`src/rtl/spi_regslave_pkg.sv`:
```
// spi_regslave_pkg
//   Shared constants and helpers for the SPI register slave.
//   SYNC_STAGES : depth of the input synchronisers
//   READ_FILL   : value shifted into the MISO shifter behind valid data
//   clog2()     : ceiling log2, usable in parameter expressions
//   bitcnt_width() / sel_width() : derived widths for the top level
package spi_regslave_pkg;

  localparam int   SYNC_STAGES = 2;
  localparam logic READ_FILL   = 1'b1;

  function automatic int clog2(input int value);
    int r;
    int v;
    r = 0;
    v = value - 1;
    while (v > 0) begin
      r++;
      v = v >> 1;
    end
    return r;
  endfunction

  // Bit counter must hold 0..RW+1 (RW+1 marks "too long").
  function automatic int bitcnt_width(input int rw);
    return clog2(rw + 2);
  endfunction

  // A single-register bank still needs a 1-bit select port.
  function automatic int sel_width(input int n);
    return (clog2(n) > 0) ? clog2(n) : 1;
  endfunction

  localparam int RW_DEFAULT       = 40;
  localparam int BITCNT_W_DEFAULT = bitcnt_width(RW_DEFAULT);

endpackage

```
`src/rtl/spi_sync_edge.sv`:
```
// spi_sync_edge
//   Brings one asynchronous SPI pin into the fclk domain.
//   fclk    : system clock
//   rst_n   : asynchronous active-low reset
//   din_i   : asynchronous input pin
//   level_o : synchronised level, aligned with the edge pulses
//   rise_o  : one-fclk pulse on a 0->1 transition
//   fall_o  : one-fclk pulse on a 1->0 transition
module spi_sync_edge
  import spi_regslave_pkg::*;
#(
  parameter logic INIT = 1'b0
) (
  input  logic fclk,
  input  logic rst_n,
  input  logic din_i,
  output logic level_o,
  output logic rise_o,
  output logic fall_o
);

  logic [SYNC_STAGES-1:0] sync_q;
  logic                   prev_q;
  logic                   rise_q;
  logic                   fall_q;

  // prev_q doubles as the level output so that level and edge pulses
  // change on the same fclk edge; sdo then lines up with sck_rise.
  always_ff @(posedge fclk or negedge rst_n) begin
    if (!rst_n) begin
      sync_q <= {SYNC_STAGES{INIT}};
      prev_q <= INIT;
      rise_q <= 1'b0;
      fall_q <= 1'b0;
    end else begin
      sync_q <= {sync_q[SYNC_STAGES-2:0], din_i};
      prev_q <= sync_q[SYNC_STAGES-1];
      rise_q <= sync_q[SYNC_STAGES-1] & ~prev_q;
      fall_q <= ~sync_q[SYNC_STAGES-1] & prev_q;
    end
  end

  assign level_o = prev_q;
  assign rise_o  = rise_q;
  assign fall_o  = fall_q;

endmodule

```
`src/rtl/spi_regslave.sv`:
```
// spi_regslave
//   SPI slave holding a bank of NREGS write registers of RW bits each.
//   Address byte is shifted in while spics_n is high, data while it is low;
//   the register commits on the following spics_n rise only if exactly RW
//   bits arrived. A zero-length data phase is a command strobe.
//   fclk, rst_n          : clock, async active-low reset
//   spics_n/spick/spido  : AVR SPI inputs (asynchronous)
//   spidi                : AVR MISO
//   status_in            : byte returned during the address phase
//   rd_sel / rd_data     : read-back mux select and word
//   wr_data              : flattened register contents
//   wr_stb/cmd_stb/err_stb : one-fclk event strobes
module spi_regslave
  import spi_regslave_pkg::*;
#(
  parameter int             NREGS   = 8,
  parameter int             RW      = 40,
  parameter logic [7:0]     BASE    = 8'h10,
  parameter logic [RW-1:0]  RST_VAL = '0,
  localparam int            SEL_W   = sel_width(NREGS)
) (
  input  logic                fclk,
  input  logic                rst_n,
  input  logic                spics_n,
  input  logic                spick,
  input  logic                spido,
  output logic                spidi,
  input  logic [7:0]          status_in,
  output logic [SEL_W-1:0]    rd_sel,
  input  logic [RW-1:0]       rd_data,
  output logic [NREGS*RW-1:0] wr_data,
  output logic [NREGS-1:0]    wr_stb,
  output logic [NREGS-1:0]    cmd_stb,
  output logic                err_stb
);

  localparam int BC_W = bitcnt_width(RW);
  localparam logic [8:0] HIT_LO = {1'b0, BASE};
  localparam logic [8:0] HIT_HI = HIT_LO + 9'(NREGS);

  logic cs_lvl, cs_rise, cs_fall;
  logic sck_rise, sck_lvl_unused, sck_fall_unused;
  logic sdo_lvl, sdo_rise_unused, sdo_fall_unused;

  spi_sync_edge #(.INIT(1'b1)) u_sync_cs (
    .fclk(fclk), .rst_n(rst_n), .din_i(spics_n),
    .level_o(cs_lvl), .rise_o(cs_rise), .fall_o(cs_fall)
  );

  spi_sync_edge #(.INIT(1'b0)) u_sync_sck (
    .fclk(fclk), .rst_n(rst_n), .din_i(spick),
    .level_o(sck_lvl_unused), .rise_o(sck_rise), .fall_o(sck_fall_unused)
  );

  spi_sync_edge #(.INIT(1'b0)) u_sync_sdo (
    .fclk(fclk), .rst_n(rst_n), .din_i(spido),
    .level_o(sdo_lvl), .rise_o(sdo_rise_unused), .fall_o(sdo_fall_unused)
  );

  logic [7:0]          regnum_q, regnum_d;
  logic [RW-1:0]       shadow_q, shadow_d;
  logic [BC_W-1:0]     bitcnt_q, bitcnt_d;
  logic [RW-1:0]       out_q, out_d;
  logic [NREGS*RW-1:0] regs_q, regs_d;
  logic [NREGS-1:0]    wr_stb_q, wr_stb_d;
  logic [NREGS-1:0]    cmd_stb_q, cmd_stb_d;
  logic                err_stb_q, err_stb_d;

  logic             hit;
  logic [SEL_W-1:0] idx;

  // Compared in 9 bits so BASE+NREGS past 8'hFF cannot wrap into a hit.
  assign hit = ({1'b0, regnum_q} >= HIT_LO) && ({1'b0, regnum_q} < HIT_HI);
  assign idx = SEL_W'(regnum_q - BASE);

  always_comb begin
    regnum_d  = regnum_q;
    shadow_d  = shadow_q;
    bitcnt_d  = bitcnt_q;
    out_d     = out_q;
    regs_d    = regs_q;
    wr_stb_d  = '0;
    cmd_stb_d = '0;
    err_stb_d = 1'b0;

    // cs edges take priority; an sck_rise in the same cycle is dropped.
    if (cs_rise) begin
      regnum_d   = '0;
      out_d      = {RW{READ_FILL}};
      out_d[7:0] = status_in;
      if (hit) begin
        if (bitcnt_q == BC_W'(RW)) begin
          regs_d[idx*RW +: RW] = shadow_q;
          wr_stb_d[idx]        = 1'b1;
        end else if (bitcnt_q == '0) begin
          cmd_stb_d[idx] = 1'b1;
        end else begin
          err_stb_d = 1'b1;
        end
      end
    end else if (cs_fall) begin
      bitcnt_d = '0;
      out_d    = hit ? rd_data : {RW{READ_FILL}};
    end else if (sck_rise) begin
      out_d = {READ_FILL, out_q[RW-1:1]};
      if (cs_lvl) begin
        regnum_d = {sdo_lvl, regnum_q[7:1]};
      end else begin
        shadow_d = {sdo_lvl, shadow_q[RW-1:1]};
        // Saturating at RW+1 keeps any over-length transfer distinguishable.
        if (bitcnt_q != BC_W'(RW + 1)) begin
          bitcnt_d = bitcnt_q + 1'b1;
        end
      end
    end
  end

  always_ff @(posedge fclk or negedge rst_n) begin
    if (!rst_n) begin
      regnum_q  <= '0;
      shadow_q  <= '0;
      bitcnt_q  <= '0;
      out_q     <= {RW{READ_FILL}};
      regs_q    <= {NREGS{RST_VAL}};
      wr_stb_q  <= '0;
      cmd_stb_q <= '0;
      err_stb_q <= 1'b0;
    end else begin
      regnum_q  <= regnum_d;
      shadow_q  <= shadow_d;
      bitcnt_q  <= bitcnt_d;
      out_q     <= out_d;
      regs_q    <= regs_d;
      wr_stb_q  <= wr_stb_d;
      cmd_stb_q <= cmd_stb_d;
      err_stb_q <= err_stb_d;
    end
  end

  assign spidi   = out_q[0];
  assign rd_sel  = hit ? idx : '0;
  assign wr_data = regs_q;
  assign wr_stb  = wr_stb_q;
  assign cmd_stb = cmd_stb_q;
  assign err_stb = err_stb_q;

endmodule

```
`config.mk`:
```
export PLATFORM = sky130hd
export DESIGN_NAME = spi_regslave
export DESIGN_NICKNAME = d
export VERILOG_FILES = /design/src/rtl/spi_regslave_pkg.sv /design/src/rtl/spi_sync_edge.sv /design/src/rtl/spi_regslave.sv
export SDC_FILE = /design/constraint.sdc
export NUM_CORES = 1
export LEC_CHECK = 0
export CORE_MARGIN = 3
export CORE_UTILIZATION = 55
export CTS_BUF_LIST = sky130_fd_sc_hd__clkbuf_4
export DETAILED_ROUTE_END_ITERATION = 6
export PLACE_DENSITY = 0.91
export RECOVER_POWER = 50
export SLEW_MARGIN = 10
export SYNTH_ARGS = -nofsm -noshare
export SYNTH_HDL_FRONTEND = slang
export SYNTH_SLANG_ARGS = --single-unit
export TNS_END_PERCENT = 50
```
`constraint.sdc`:
```
create_clock -name fclk -period 5.7 [get_ports fclk]
set_input_delay 0.57 -clock fclk [delete_from_list [all_inputs] [get_ports fclk]]
set_output_delay 0.57 -clock fclk [all_outputs]
set_load 0.02 [all_outputs]
```
==> impl_metrics.tcl <==
set metrics [dict create \
    outcome "complete, but fails checks" \
    violations_in_the_final_reports "max-capacitance violations, max-slew violations" \
    initial_antenna_violation_count 3 \
    power-per-cell-area_nw_per_um2 280 \
    synth_area_leaders "sky130_fd_sc_hd__dfrtp_1 47%, sky130_fd_sc_hd__mux2_2 13%, sky130_fd_sc_hd__o21ai_0 6.0%, sky130_fd_sc_hd__dfstp_2 5.3%, sky130_fd_sc_hd__o22ai_1 3.2%" \
    postCtsSetupBuffers 0 \
    design_area_sq_um 27300 \
    fmax_ghz 0.212 \
    total_leakage_power_nw 11.9 \
    grt_setup_unrepaired "no" \
    synth.cell_area_sq_um 21400 \
    synthDominantAreaCellType "sky130_fd_sc_hd__dfrtp_1" \
    grt_max_degree 191 \
    critical_path.startpoint_type "flip-flop" \
    setup.worst_path.class "flip-flop to flip-flop" \
    fin_util_pct 71.8 \
    dp_worst_setup_slack_ns 1.13 \
    syn-num-nets 2025 \
    syn-instance-count 1960 \
    grt_pass1_wl_microns 117000 \
    vias 19300 \
    crit_path_end_kind "flip-flop" \
    placeableCoreArea_sq_um 38000 \
    avgViaCountPerCell 6.51 \
    cts_hold_buffers 1 \
    setup_violations 0 \
    layout-drive-gt1-share_pct 23.3 \
    synth.ff_latch_count 443 \
    wl_per_cell_microns 26.2 \
    final_max_slew_viol_count 174 \
    die-width_microns 203 \
    tritoncts "yes" \
    ioPinCount 394 \
    port_buffers 393 \
    initial_core_util_pct 56.2 \
    die_area_sq_um 41300 \
    cp_required_ns 6.42 \
    finalSetupTns_ns 0 \
    grt_util_all_layers_pct 36.7 \
    clkSinkCount 443 \
    ir_worst_vdd_mv 0.205 \
    first_global_vias 19200 \
    drt_iter0_markers 2188 \
    root_buffer "sky130_fd_sc_hd__clkbuf_4" \
    synth_top_area_share_pct 46.8 \
    hold_path_start "status_in[7]" \
    clock_skew_ns 0.0674 \
    globalRoute.totalOverflow 0 \
    final_min_period_over_clock_period_pct 82.7 \
    final_hold_viol_count 0 \
    finalCriticalPeriod_ns 4.71 \
    drtPass1Iterations 7 \
    synth_seq_area_share_pct 52.1 \
    synth.lib_cells_used.distinct 83 \
    num-fill-cells 2668 \
    cts.path.max_buffers 3 \
    yosys_warns 0 \
    total_number_of_placement_rows 71 \
    cts_htree_levels 3 \
    final_cells 2969 \
    cts_resized 0 \
    crit-reg2reg-launch "regnum_q[2]" \
    place.detailed.instances 2767 \
    route.detailed.drc 0 \
    place.detailed.hpwl_microns 55600 \
    prevailing_post_synth_register_cell "sky130_fd_sc_hd__dfrtp_1" \
    asyncSetResetFlopFracSynth_pct 100 \
    cts_inserted_buffers 111 \
    min-delay-path-class "input pin to flip-flop" \
    worst_skew_pair_later_pin_latency_ns 0.86 \
    gp_routability_congestion 1.04 \
    max-slew-margin-rel_pct -181 \
    timing.final.ws_setup_ns 0.985 \
    nets_final 2435 \
    max_slew.worst_pin.slew_ns 4.22 \
    clk_transition_reported_paths_ns 0.07 \
    cap_violations 3 \
    synth_edf_count 0 \
    critical_path_arrival_ns 5.43 \
    flow.area_growth_from_synthesis_pct 27.7 \
    avgSynthCellArea_sq_um 10.9 \
    number_of_routed_nets_with_antenna_violations 0 \
    multi_input_comb_area_sq_um 9600 \
    sequential_cell_area_sq_um 11100 \
    dieHeight_microns 203 \
    finalWirelength_microns 77800 \
    cp-startpoint "regnum_q[2]" \
    worst-path-max-fanout 35 \
    placed_cell_area_sq_um 25800 \
]
==> sequential cells by signal, indices dropped and copies added, names as in the netlist, 2 cells and up <==
signal	flops
bitcnt_q	6
wr_data	320
regnum_q	8
cmd_stb	8
out_q	40
u_sync_sdo.sync_q	2
u_sync_sck.sync_q	2
u_sync_cs.sync_q	2
wr_stb	8
shadow_q	40
==> worst paths after layout <==
path	endpoint	slack, ns	cells past startpoint
setup / recovery	wr_data[262]	0.99	11
hold / removal	out_q[7]	0.28	3
setup reg to reg	wr_data[262]	0.99	11
hold reg to reg	u_sync_sdo.level_o	0.35	0
max in group asynchronous	wr_data[143]	1.30	3
min in group asynchronous	wr_data[156]	1.99	2
==> routing by layer <==
layer  up-vias  global-route usage [%]  part of all wire [%]
li1       8149                       -                     -
met1      9566                    48.0                    38
met2      1340                    56.6                    45
met3       263                    10.5                    11
met4         2                    18.1                   5.1
met5         -                       0                 0.017
==> synthesized netlist by cell type, types with 9 or more instances <==
master                      instances
sky130_fd_sc_hd__a21oi_1           31
sky130_fd_sc_hd__a22oi_1           11
sky130_fd_sc_hd__a31oi_1           11
sky130_fd_sc_hd__a32o_1            15
sky130_fd_sc_hd__and3_1            11
sky130_fd_sc_hd__buf_1             19
sky130_fd_sc_hd__buf_2             23
sky130_fd_sc_hd__clkbuf_1          99
sky130_fd_sc_hd__dfrtp_1          400
sky130_fd_sc_hd__dfstp_2           43
sky130_fd_sc_hd__ha_1              12
sky130_fd_sc_hd__inv_1             24
sky130_fd_sc_hd__mux2_2           252
sky130_fd_sc_hd__mux2i_1           45
sky130_fd_sc_hd__nand2_1          179
sky130_fd_sc_hd__nand2b_1          23
sky130_fd_sc_hd__nand3_1           47
sky130_fd_sc_hd__nand3b_1           9
sky130_fd_sc_hd__nand4_1           12
sky130_fd_sc_hd__nor2_1            67
sky130_fd_sc_hd__nor2b_1           13
sky130_fd_sc_hd__nor3_1            15
sky130_fd_sc_hd__o211ai_1          13
sky130_fd_sc_hd__o21ai_0          256
sky130_fd_sc_hd__o22a_1            14
sky130_fd_sc_hd__o22ai_1          111
sky130_fd_sc_hd__o2bb2ai_1         15
sky130_fd_sc_hd__o31ai_1           46
sky130_fd_sc_hd__o32ai_1           12
sky130_fd_sc_hd__or2_2             11
==> through the flow <==
step	power (mW)	hold WS, ns
finish	7.64	0.283
global route	7.91	0.230
CTS	7.60	0.0837
detailed placement	4.76	0.339
global placement	4.73	0.334
floorplan	4.20	0.274
==> placed cells by master (no fill, tap or decap), types with 46 or more instances in the layout <==
| cell type | Yosys | layout |
|---|---|---|
| sky130_fd_sc_hd__clkbuf_4 | 0 | 170 |
| sky130_fd_sc_hd__mux2_2 | 252 | 252 |
| sky130_fd_sc_hd__o22ai_1 | 111 | 111 |
| sky130_fd_sc_hd__nand3_1 | 47 | 46 |
| sky130_fd_sc_hd__o21ai_0 | 256 | 256 |
| sky130_fd_sc_hd__o31ai_1 | 46 | 46 |
| sky130_fd_sc_hd__nand2_1 | 179 | 179 |
| sky130_fd_sc_hd__clkdlybuf4s50_1 | 0 | 253 |
| sky130_fd_sc_hd__nor2_1 | 67 | 67 |
| sky130_fd_sc_hd__dlygate4sd3_1 | 0 | 140 |
| sky130_fd_sc_hd__dfrtp_1 | 400 | 399 |
==> final cells by class <==
class,instances,area share [%]
repair buffers,440,15.8
multi-input cells,1347,35.1
well taps,511,2.34
inverters,27,0.371
clock inverters,29,0.871
clock buffers,170,4.67
diodes,2,0.0183
flip-flops and latches,443,40.8
==> worst max-delay path, stage by stage, from the launching register on <==
cell,delay (ns)
sky130_fd_sc_hd__dfrtp_1,0.47
sky130_fd_sc_hd__ha_1,0.23
sky130_fd_sc_hd__ha_1,0.55
sky130_fd_sc_hd__or4_1,0.68
sky130_fd_sc_hd__nor2_1,0.13
sky130_fd_sc_hd__ha_1,0.18
sky130_fd_sc_hd__nand2b_1,0.06
sky130_fd_sc_hd__mux2i_1,0.62
sky130_fd_sc_hd__nand3_2,0.56
sky130_fd_sc_hd__buf_4,0.44
sky130_fd_sc_hd__or2_2,0.40
sky130_fd_sc_hd__o21ai_0,0.27
==> logic make-up (layout without fill, tap and decap cells) <==
logic type               count (synthesis)  in the layout  share of synthesized area, %
multiplexers                           299            299                          15.5
adder cells (fa/ha/maj)                 12             12                         0.702
AND/OR/NAND/NOR                        431            431                          10.2
flip-flops                             443            443                          52.1
buffers and inverters                  170            666                          3.15
AO/OA/AOI/OAI                          600            600                          18.1
other                                    0              2                             0
XOR/XNOR                                 5              5                         0.275
==> power by group <==
part | switching [mW] | total [mW] | internal, mW
Combinational | 1.08 | 1.46 | 0.377
Clock | 1.33 | 2.87 | 1.54
Sequential | 0.106 | 3.31 | 3.20
Power figures use the tool's default switching activity.
